`config.mk`:
```
export PLATFORM = sky130hd
export DESIGN_NAME = gpio_lut_writer
export DESIGN_NICKNAME = d
export VERILOG_FILES = /design/src/rtl/gpio_lut_writer_pkg.sv /design/src/rtl/gpio_lut_writer_sync_edge.sv /design/src/rtl/gpio_lut_writer.sv
export SDC_FILE = /design/constraint.sdc
export NUM_CORES = 1
export LEC_CHECK = 0
export BUFFER_PORTS_ARGS = -buffer_cell sky130_fd_sc_hd__buf_2
export CORE_MARGIN = 2
export CORE_UTILIZATION = 50
export DETAILED_ROUTE_END_ITERATION = 10
export PLACE_DENSITY_LB_ADDON = 0.15
export SYNTH_ARGS = -nofsm -noshare
export SYNTH_HDL_FRONTEND = slang
export SYNTH_SLANG_ARGS = --single-unit
```
`constraint.sdc`:
```
create_clock -name clk -period 1.96 [get_ports clk]
set_input_delay 0.098 -clock clk [delete_from_list [all_inputs] [get_ports clk]]
set_output_delay 0.098 -clock clk [all_outputs]
set_load 0.02 [all_outputs]
```
`src/rtl/gpio_lut_writer_pkg.sv`:
```
// ising_config: shared constants and types for the GPIO-to-LUT writer.
//   W_CLK_BIT        gpio_in bit carrying the host write strobe (w_clk)
//   DATA_MSB/LSB     gpio_in slice carrying the data byte
//   GADDR_MSB/LSB    gpio_in slice carrying the GPIO register address
//   LUT_ADDR_REG     GPIO register that carries LUT address bytes
//   LUT_DATA_REG     GPIO register that carries LUT data bytes
//   wr_state_e       byte-sequence FSM states
package ising_config;
  localparam int W_CLK_BIT = 24;
  localparam int DATA_MSB  = 23;
  localparam int DATA_LSB  = 16;
  localparam int GADDR_MSB = 15;
  localparam int GADDR_LSB = 0;

  localparam logic [15:0] LUT_ADDR_REG = 16'h0000;
  localparam logic [15:0] LUT_DATA_REG = 16'h0001;

  // A_HI/A_LO collect the two address bytes, D_HI/D_LO the two data bytes.
  typedef enum logic [1:0] {
    A_HI = 2'd0,
    A_LO = 2'd1,
    D_HI = 2'd2,
    D_LO = 2'd3
  } wr_state_e;
endpackage

```
`src/rtl/gpio_lut_writer_sync_edge.sv`:
```
// gpio_sync_edge: brings an asynchronous strobe plus its payload into the
// clk domain through a 2-flop synchronizer, then turns each rising edge of
// the strobe into a one-cycle event pulse.
//   clk, rst     clock, asynchronous active-low reset
//   strobe       asynchronous write strobe
//   payload      W-bit asynchronous payload qualified by strobe
//   ev           registered one-cycle pulse per strobe rising edge
//   payload_q    payload sampled through the same stages as ev
// The payload travels through the same number of flops as the strobe so
// the byte/address seen with ev is the one the host held while strobing.
module gpio_sync_edge #(
  parameter int W = 24
) (
  input  logic         clk,
  input  logic         rst,
  input  logic         strobe,
  input  logic [W-1:0] payload,
  output logic         ev,
  output logic [W-1:0] payload_q
);
  logic         strobe_s1;
  logic         strobe_s2;
  logic         strobe_prev;
  logic [W-1:0] pay_s1;
  logic [W-1:0] pay_s2;

  always_ff @(posedge clk or negedge rst) begin
    if (!rst) begin
      strobe_s1   <= 1'b0;
      strobe_s2   <= 1'b0;
      strobe_prev <= 1'b0;
      pay_s1      <= '0;
      pay_s2      <= '0;
      ev          <= 1'b0;
      payload_q   <= '0;
    end else begin
      strobe_s1   <= strobe;
      strobe_s2   <= strobe_s1;
      strobe_prev <= strobe_s2;
      pay_s1      <= payload;
      pay_s2      <= pay_s1;
      // Edge, not level: a strobe held high for many cycles yields one event.
      ev          <= strobe_s2 & ~strobe_prev;
      payload_q   <= pay_s2;
    end
  end
endmodule

```
`src/rtl/gpio_lut_writer.sv`:
```
// gpio_lut_writer: assembles LUT writes from a byte-wide GPIO register
// interface. The host writes two address bytes (high first) to ADDR_REG and
// then two data bytes (high first) to DATA_REG; the second data byte commits
// one LUT write.
//   clk, rst      clock, asynchronous active-low reset
//   gpio_in       [15:0] GPIO address, [23:16] byte, [24] w_clk, rest unused
//   lut_wr_en     one-cycle LUT write strobe
//   lut_wr_addr   LUT write address, held until the next commit
//   lut_wr_data   LUT write data, held until the next commit
//   seq_err       sticky flag for an out-of-order byte; cleared by reset only
//   wr_count      commit counter saturating at 16'hFFFF, present only when
//                 GPIO_LUT_WRITER_CNT_EN is defined
// Handshake: there is no back-pressure; every strobed GPIO write is one
// event, and lut_wr_en is a fire-and-forget pulse the LUT must accept.
// Commit timing: lut_wr_en rises on the 4th clk edge after the first edge
// that samples w_clk high for the final data byte (2 sync flops, 1 edge
// register, 1 FSM update, then the output register).
module gpio_lut_writer
  import ising_config::*;
#(
  parameter logic [15:0] ADDR_REG   = LUT_ADDR_REG,
  parameter logic [15:0] DATA_REG   = LUT_DATA_REG,
  parameter int          LUT_ADDR_W = 8
) (
  input  logic                  clk,
  input  logic                  rst,
  input  logic [31:0]           gpio_in,
  output logic                  lut_wr_en,
  output logic [LUT_ADDR_W-1:0] lut_wr_addr,
  output logic [15:0]           lut_wr_data,
  output logic                  seq_err
`ifdef GPIO_LUT_WRITER_CNT_EN
  ,
  output logic [15:0]           wr_count
`endif
);
  logic        ev;
  logic [23:0] pay;
  logic [7:0]  byte_in;
  logic [15:0] gaddr;
  logic        hit_addr;
  logic        hit_data;
  logic        unused_bits;

  wr_state_e   state_q, state_d;
  logic [15:0] addr_q, addr_d;
  logic [7:0]  data_hi_q, data_hi_d;
  logic        err_set;
  logic        commit;

  logic                  commit_q;
  logic [LUT_ADDR_W-1:0] stage_addr_q;
  logic [15:0]           stage_data_q;

  assign unused_bits = ^gpio_in[31:25];

  gpio_sync_edge #(.W(24)) u_sync (
    .clk       (clk),
    .rst       (rst),
    .strobe    (gpio_in[W_CLK_BIT]),
    .payload   (gpio_in[DATA_MSB:GADDR_LSB]),
    .ev        (ev),
    .payload_q (pay)
  );

  assign byte_in  = pay[DATA_MSB:DATA_LSB];
  assign gaddr    = pay[GADDR_MSB:GADDR_LSB];
  assign hit_addr = ev && (gaddr == ADDR_REG);
  assign hit_data = ev && (gaddr == DATA_REG) && (gaddr != ADDR_REG);

  always_comb begin
    state_d   = state_q;
    addr_d    = addr_q;
    data_hi_d = data_hi_q;
    err_set   = 1'b0;
    commit    = 1'b0;
    case (state_q)
      A_HI: begin
        if (hit_addr) begin
          addr_d[15:8] = byte_in;
          state_d      = A_LO;
        end else if (hit_data) begin
          err_set = 1'b1;
        end
      end
      A_LO: begin
        if (hit_addr) begin
          addr_d[7:0] = byte_in;
          state_d     = D_HI;
        end else if (hit_data) begin
          err_set = 1'b1;
        end
      end
      D_HI, D_LO: begin
        if (hit_data) begin
          if (state_q == D_HI) begin
            data_hi_d = byte_in;
            state_d   = D_LO;
          end else begin
            commit  = 1'b1;
            state_d = A_HI;
          end
        end else if (hit_addr) begin
          // A new address mid-data means the host restarted: treat the byte
          // as a fresh high address byte so the next write can complete it.
          err_set      = 1'b1;
          addr_d[15:8] = byte_in;
          state_d      = A_LO;
        end
      end
      default: state_d = A_HI;
    endcase
  end

  always_ff @(posedge clk or negedge rst) begin
    if (!rst) begin
      state_q      <= A_HI;
      addr_q       <= '0;
      data_hi_q    <= '0;
      seq_err      <= 1'b0;
      commit_q     <= 1'b0;
      stage_addr_q <= '0;
      stage_data_q <= '0;
      lut_wr_en    <= 1'b0;
      lut_wr_addr  <= '0;
      lut_wr_data  <= '0;
    end else begin
      state_q   <= state_d;
      addr_q    <= addr_d;
      data_hi_q <= data_hi_d;
      seq_err   <= seq_err | err_set;
      commit_q  <= commit;
      if (commit) begin
        // Plain truncation: the 16-bit address is two's complement but the
        // LUT index is just its low bits.
        stage_addr_q <= addr_q[LUT_ADDR_W-1:0];
        stage_data_q <= {data_hi_q, byte_in};
      end
      lut_wr_en <= commit_q;
      if (commit_q) begin
        lut_wr_addr <= stage_addr_q;
        lut_wr_data <= stage_data_q;
      end
    end
  end

`ifdef GPIO_LUT_WRITER_CNT_EN
  always_ff @(posedge clk or negedge rst) begin
    if (!rst) begin
      wr_count <= '0;
    end else if (commit_q && (wr_count != 16'hFFFF)) begin
      wr_count <= wr_count + 16'd1;
    end
  end
`endif
endmodule

```
==> flow_metrics.tcl <==
set metrics [dict create \
    share_clk_of_total_power 0.491 \
    route.detailed.vias_per_inst 4.83 \
    yosysWarnings 0 \
    yosys.cell_types.count 22 \
    cellLeakagePower_nw 2.97 \
    synth.net_count 271 \
    max_clock_freq_mhz 501 \
    syn-mean-instance-area_um2 19.4 \
    critical_path.startpoint_type "flop" \
    dpl.hpwl_mm 4.05 \
    synth_area_leaders "sky130_fd_sc_hd__dfrtp_1 (79%), sky130_fd_sc_hd__mux2_2 (14%), sky130_fd_sc_hd__mux2_4 (2.6%)" \
    max-clock-path-buffers 2 \
    drtAntennaViolNets 0 \
    timing.critical_path.required_ns 2.35 \
    fin_crit_ns 2.00 \
    syn-instance-count 237 \
    setup_violations 8 \
    grt_pass1_vias 2298 \
    sw_frac_of_total 0.217 \
    critPathArrivalTime_ns 2.38 \
    finalInstanceArea_um2 5950 \
    relSlewSlack 0.698 \
    async_reset_ff_frac 1.00 \
    hold_path.class "in2async" \
    pre_cts_slack_ns -0.0736 \
    synthAdderAreaFrac 0 \
    tritoncts_num_sinks 145 \
    timing_worst_setup_path_type "reg2reg" \
    violations "negative setup slack" \
    synth_mux_area_frac 0.166 \
    clkSlewWorstSetupHoldPaths_ns 0.06 \
    drt_pre_antenna_iters 4 \
    cts-buffers-inserted 17 \
    synth-edff-count 0 \
    timing.hold.ws_ns 0.100 \
    unrepaired_setup_endpoints_after_global_routing "true" \
    final_wl_mm 6.76 \
    min_period_over_period 1.02 \
    synth_seq_area_share 0.790 \
    yosys_register_bits 145 \
    htree_num_levels 4 \
    routabilityCongestion 0.741 \
    antenna_cells_inserted 0 \
    crit_path_end_kind "flop" \
    timing.max_cap.violations 0 \
    finalHoldViolations 0 \
    regToRegEndpoint "addr_q[4]" \
    synthDominantCellAreaShare 0.790 \
    die_y_extent_um 99.9 \
    floorplan.die.width_um 99.9 \
    initial_utilization 0.522 \
    global_route.usage.total 0.154 \
    netlist.top_cell.by_area "sky130_fd_sc_hd__dfrtp_1" \
    area_inside_the_core_boundary_um2 8810 \
    drt_iter0_drc 51 \
    insertion_delay_ns 0.51 \
    p_int_mw 5.00 \
    drive_above_1_share 0.473 \
    drc 0 \
    io_buffer_count 52 \
    synth_common_cells "sky130_fd_sc_hd__dfrtp_1 (145), sky130_fd_sc_hd__mux2_2 (57), sky130_fd_sc_hd__mux2_4 (8)" \
    synthFlopType "sky130_fd_sc_hd__dfrtp_1" \
    grt_antenna_before_repair 0 \
    clock_tree.root_cell "sky130_fd_sc_hd__clkbuf_8" \
    power.net_switching_mw 1.38 \
    wire_per_inst_um 14.7 \
    slowest_delay_ns 0.51 \
    power.share.combinational 0.022 \
    post-synth-top-count-cell "sky130_fd_sc_hd__dfrtp_1" \
    cp_cell_sequence "nor4b_4 > nand4_1 > or4b_4 > buf_8 > mux2_4" \
    num-nets-final 372 \
    reg2reg_depth 5 \
    setup_slack_ns -0.0350 \
    synth_compound_area_frac 0.00490 \
    cts_tree "yes" \
    grt_first_pass_wirelength_mm 11.4 \
    synth_xor_area_frac 0.00191 \
    run_status "finished, violations left" \
    tightestPinTransition_ns 0.454 \
    grt_overflow_total 0 \
    synth_area_um2 4600 \
    crit_path_slowest_cell "sky130_fd_sc_hd__or4b_4" \
    row_count 34 \
    yosys.area_share.simple 0.0299 \
    syn_to_final_growth_pct 29.4 \
    ff2ff_setup_slack_ns -0.04 \
    clock-skew-final_ns 0.00635 \
    final_cell_count_no_fill 459 \
    route.vias.total 2216 \
    synth_top_family_by_area "multiplexers" \
    placed_cells 400 \
    setup_total_negative_slack_ns -0.181 \
    slew_viol_final 0 \
    worst-path-max-fanout 9 \
    fp.dieArea_um2 9970 \
    floorplan.io_pins 60 \
    cellPowerDensity_nw_per_um2 1070 \
    grt_start_max_net_pins 52 \
    vdd_drop_max_uv 645 \
    critical_path.top_delay_family "simple AND/OR/NAND/NOR gates" \
    sequentialPowerShare 0.487 \
    cell_area_after_placement_um2 5060 \
    worst_flop_to_flop_path_startpoint "u_sync.payload_q[15]" \
    cp.buffers_inverters 1 \
]
[cells by family (layout without fill, tap and decap cells)]
family | after synthesis | count (layout)
compound gates | 4 | 4
xor+xnor | 1 | 1
buf+inv | 7 | 121
flops | 145 | 145
mux | 65 | 65
simple gates | 15 | 15
[how the worst max path moves through the flow]
stage,start,end,slack (ns),cells after the start
2_1_floorplan,u_sync.payload_q[15],addr_q[0],0.1,5
3_3_place_gp,u_sync.payload_q[7],addr_q[2],-0.03,5
3_5_place_dp,u_sync.payload_q[1],addr_q[4],-0.07,5
4_1_cts,u_sync.payload_q[2],addr_q[4],-0.03,5
5_1_grt,u_sync.payload_q[15],addr_q[4],-0.11,5
6_report,u_sync.payload_q[15],addr_q[4],-0.04,5
[cell usage in the layout (no fill, tap or decap), types with 2 or more instances in the layout]
cell                              n
sky130_fd_sc_hd__buf_12           2
sky130_fd_sc_hd__mux2_4           8
sky130_fd_sc_hd__dfrtp_1        145
sky130_fd_sc_hd__dlygate4sd3_1   26
sky130_fd_sc_hd__nor4_4           3
sky130_fd_sc_hd__inv_6            3
sky130_fd_sc_hd__inv_8            4
sky130_fd_sc_hd__clkinv_4         3
sky130_fd_sc_hd__buf_2           51
sky130_fd_sc_hd__mux2_2          57
sky130_fd_sc_hd__nor2b_1          2
sky130_fd_sc_hd__buf_6            2
sky130_fd_sc_hd__buf_4            6
sky130_fd_sc_hd__clkbuf_16       16
sky130_fd_sc_hd__nand4_1          2
sky130_fd_sc_hd__bufinv_16        2
sky130_fd_sc_hd__clkinv_2         2
sky130_fd_sc_hd__o21ai_0          2
sky130_fd_sc_hd__nand2_1          2
[cell type report]
type | instances | area [um^2]
clock buffers | 17 | 414
clock inverters | 15 | 175
fillers | 611 | 2860
inverters | 1 | 3.75
multi-input cells | 85 | 952
flip-flops and latches | 145 | 3630
well taps | 108 | 135
repair buffers | 88 | 638
[routing by layer]
| layer | routed length [um] | part of all wire | GRT usage | vias to the layer above |
|---|---|---|---|---|
| li1 | - | - | - | 1020 |
| met1 | 3030 | 0.45 | 0.203 | 1134 |
| met2 | 3330 | 0.49 | 0.238 | 51 |
| met3 | 304 | 0.045 | 0.0501 | 11 |
| met4 | 101 | 0.015 | 0.0695 | 0 |
| met5 | 0 | 0 | 0 | - |
[flip-flops by register name (all words and copies together) (netlist names), 2 cells and up]
name / count
u_sync.pay_s1: 24
u_sync.pay_s2: 24
u_sync.payload_q: 24
lut_wr_data: 16
stage_data_q: 16
addr_q: 8
data_hi_q: 8
lut_wr_addr: 8
stage_addr_q: 8
state_q: 2
[timing repair]
action                     CTS  global route
setup endpoints to repair    8            40
setup buffers                1             0
hold endpoints to repair   149             0
resized for setup            4             2
pin swaps                    2             4
hold buffers                26             0
[power groups by stage]
| stage | Combinational [mW] | Sequential, mW | Clock, mW |
|---|---|---|---|
| final | 0.137 | 3.11 | 3.13 |
| after global routing | 0.158 | 3.11 | 3.35 |
| after CTS | 0.142 | 3.11 | 3.22 |
| after detailed placement | 0.102 | 3.16 | 0 |
| after global placement | 0.0983 | 3.16 | 0 |
| after floorplan | 0.00685 | 3.15 | 0 |
[stage by stage]
stage,total power [mW],util
global placement,3.25,0.574
finish,6.38,0.675
CTS,6.47,0.674
global route,6.62,0.675
detailed placement,3.26,0.574
floorplan,3.16,-
[worst reg2reg max path: stages (launching register included)]
cell and delay [ns]:
sky130_fd_sc_hd__dfrtp_1 0.39, sky130_fd_sc_hd__nor4b_4 0.34, sky130_fd_sc_hd__nand4_1 0.16, sky130_fd_sc_hd__or4b_4 0.51, sky130_fd_sc_hd__buf_8 0.17, sky130_fd_sc_hd__mux2_4 0.30
Power figures use the tool's default switching activity.
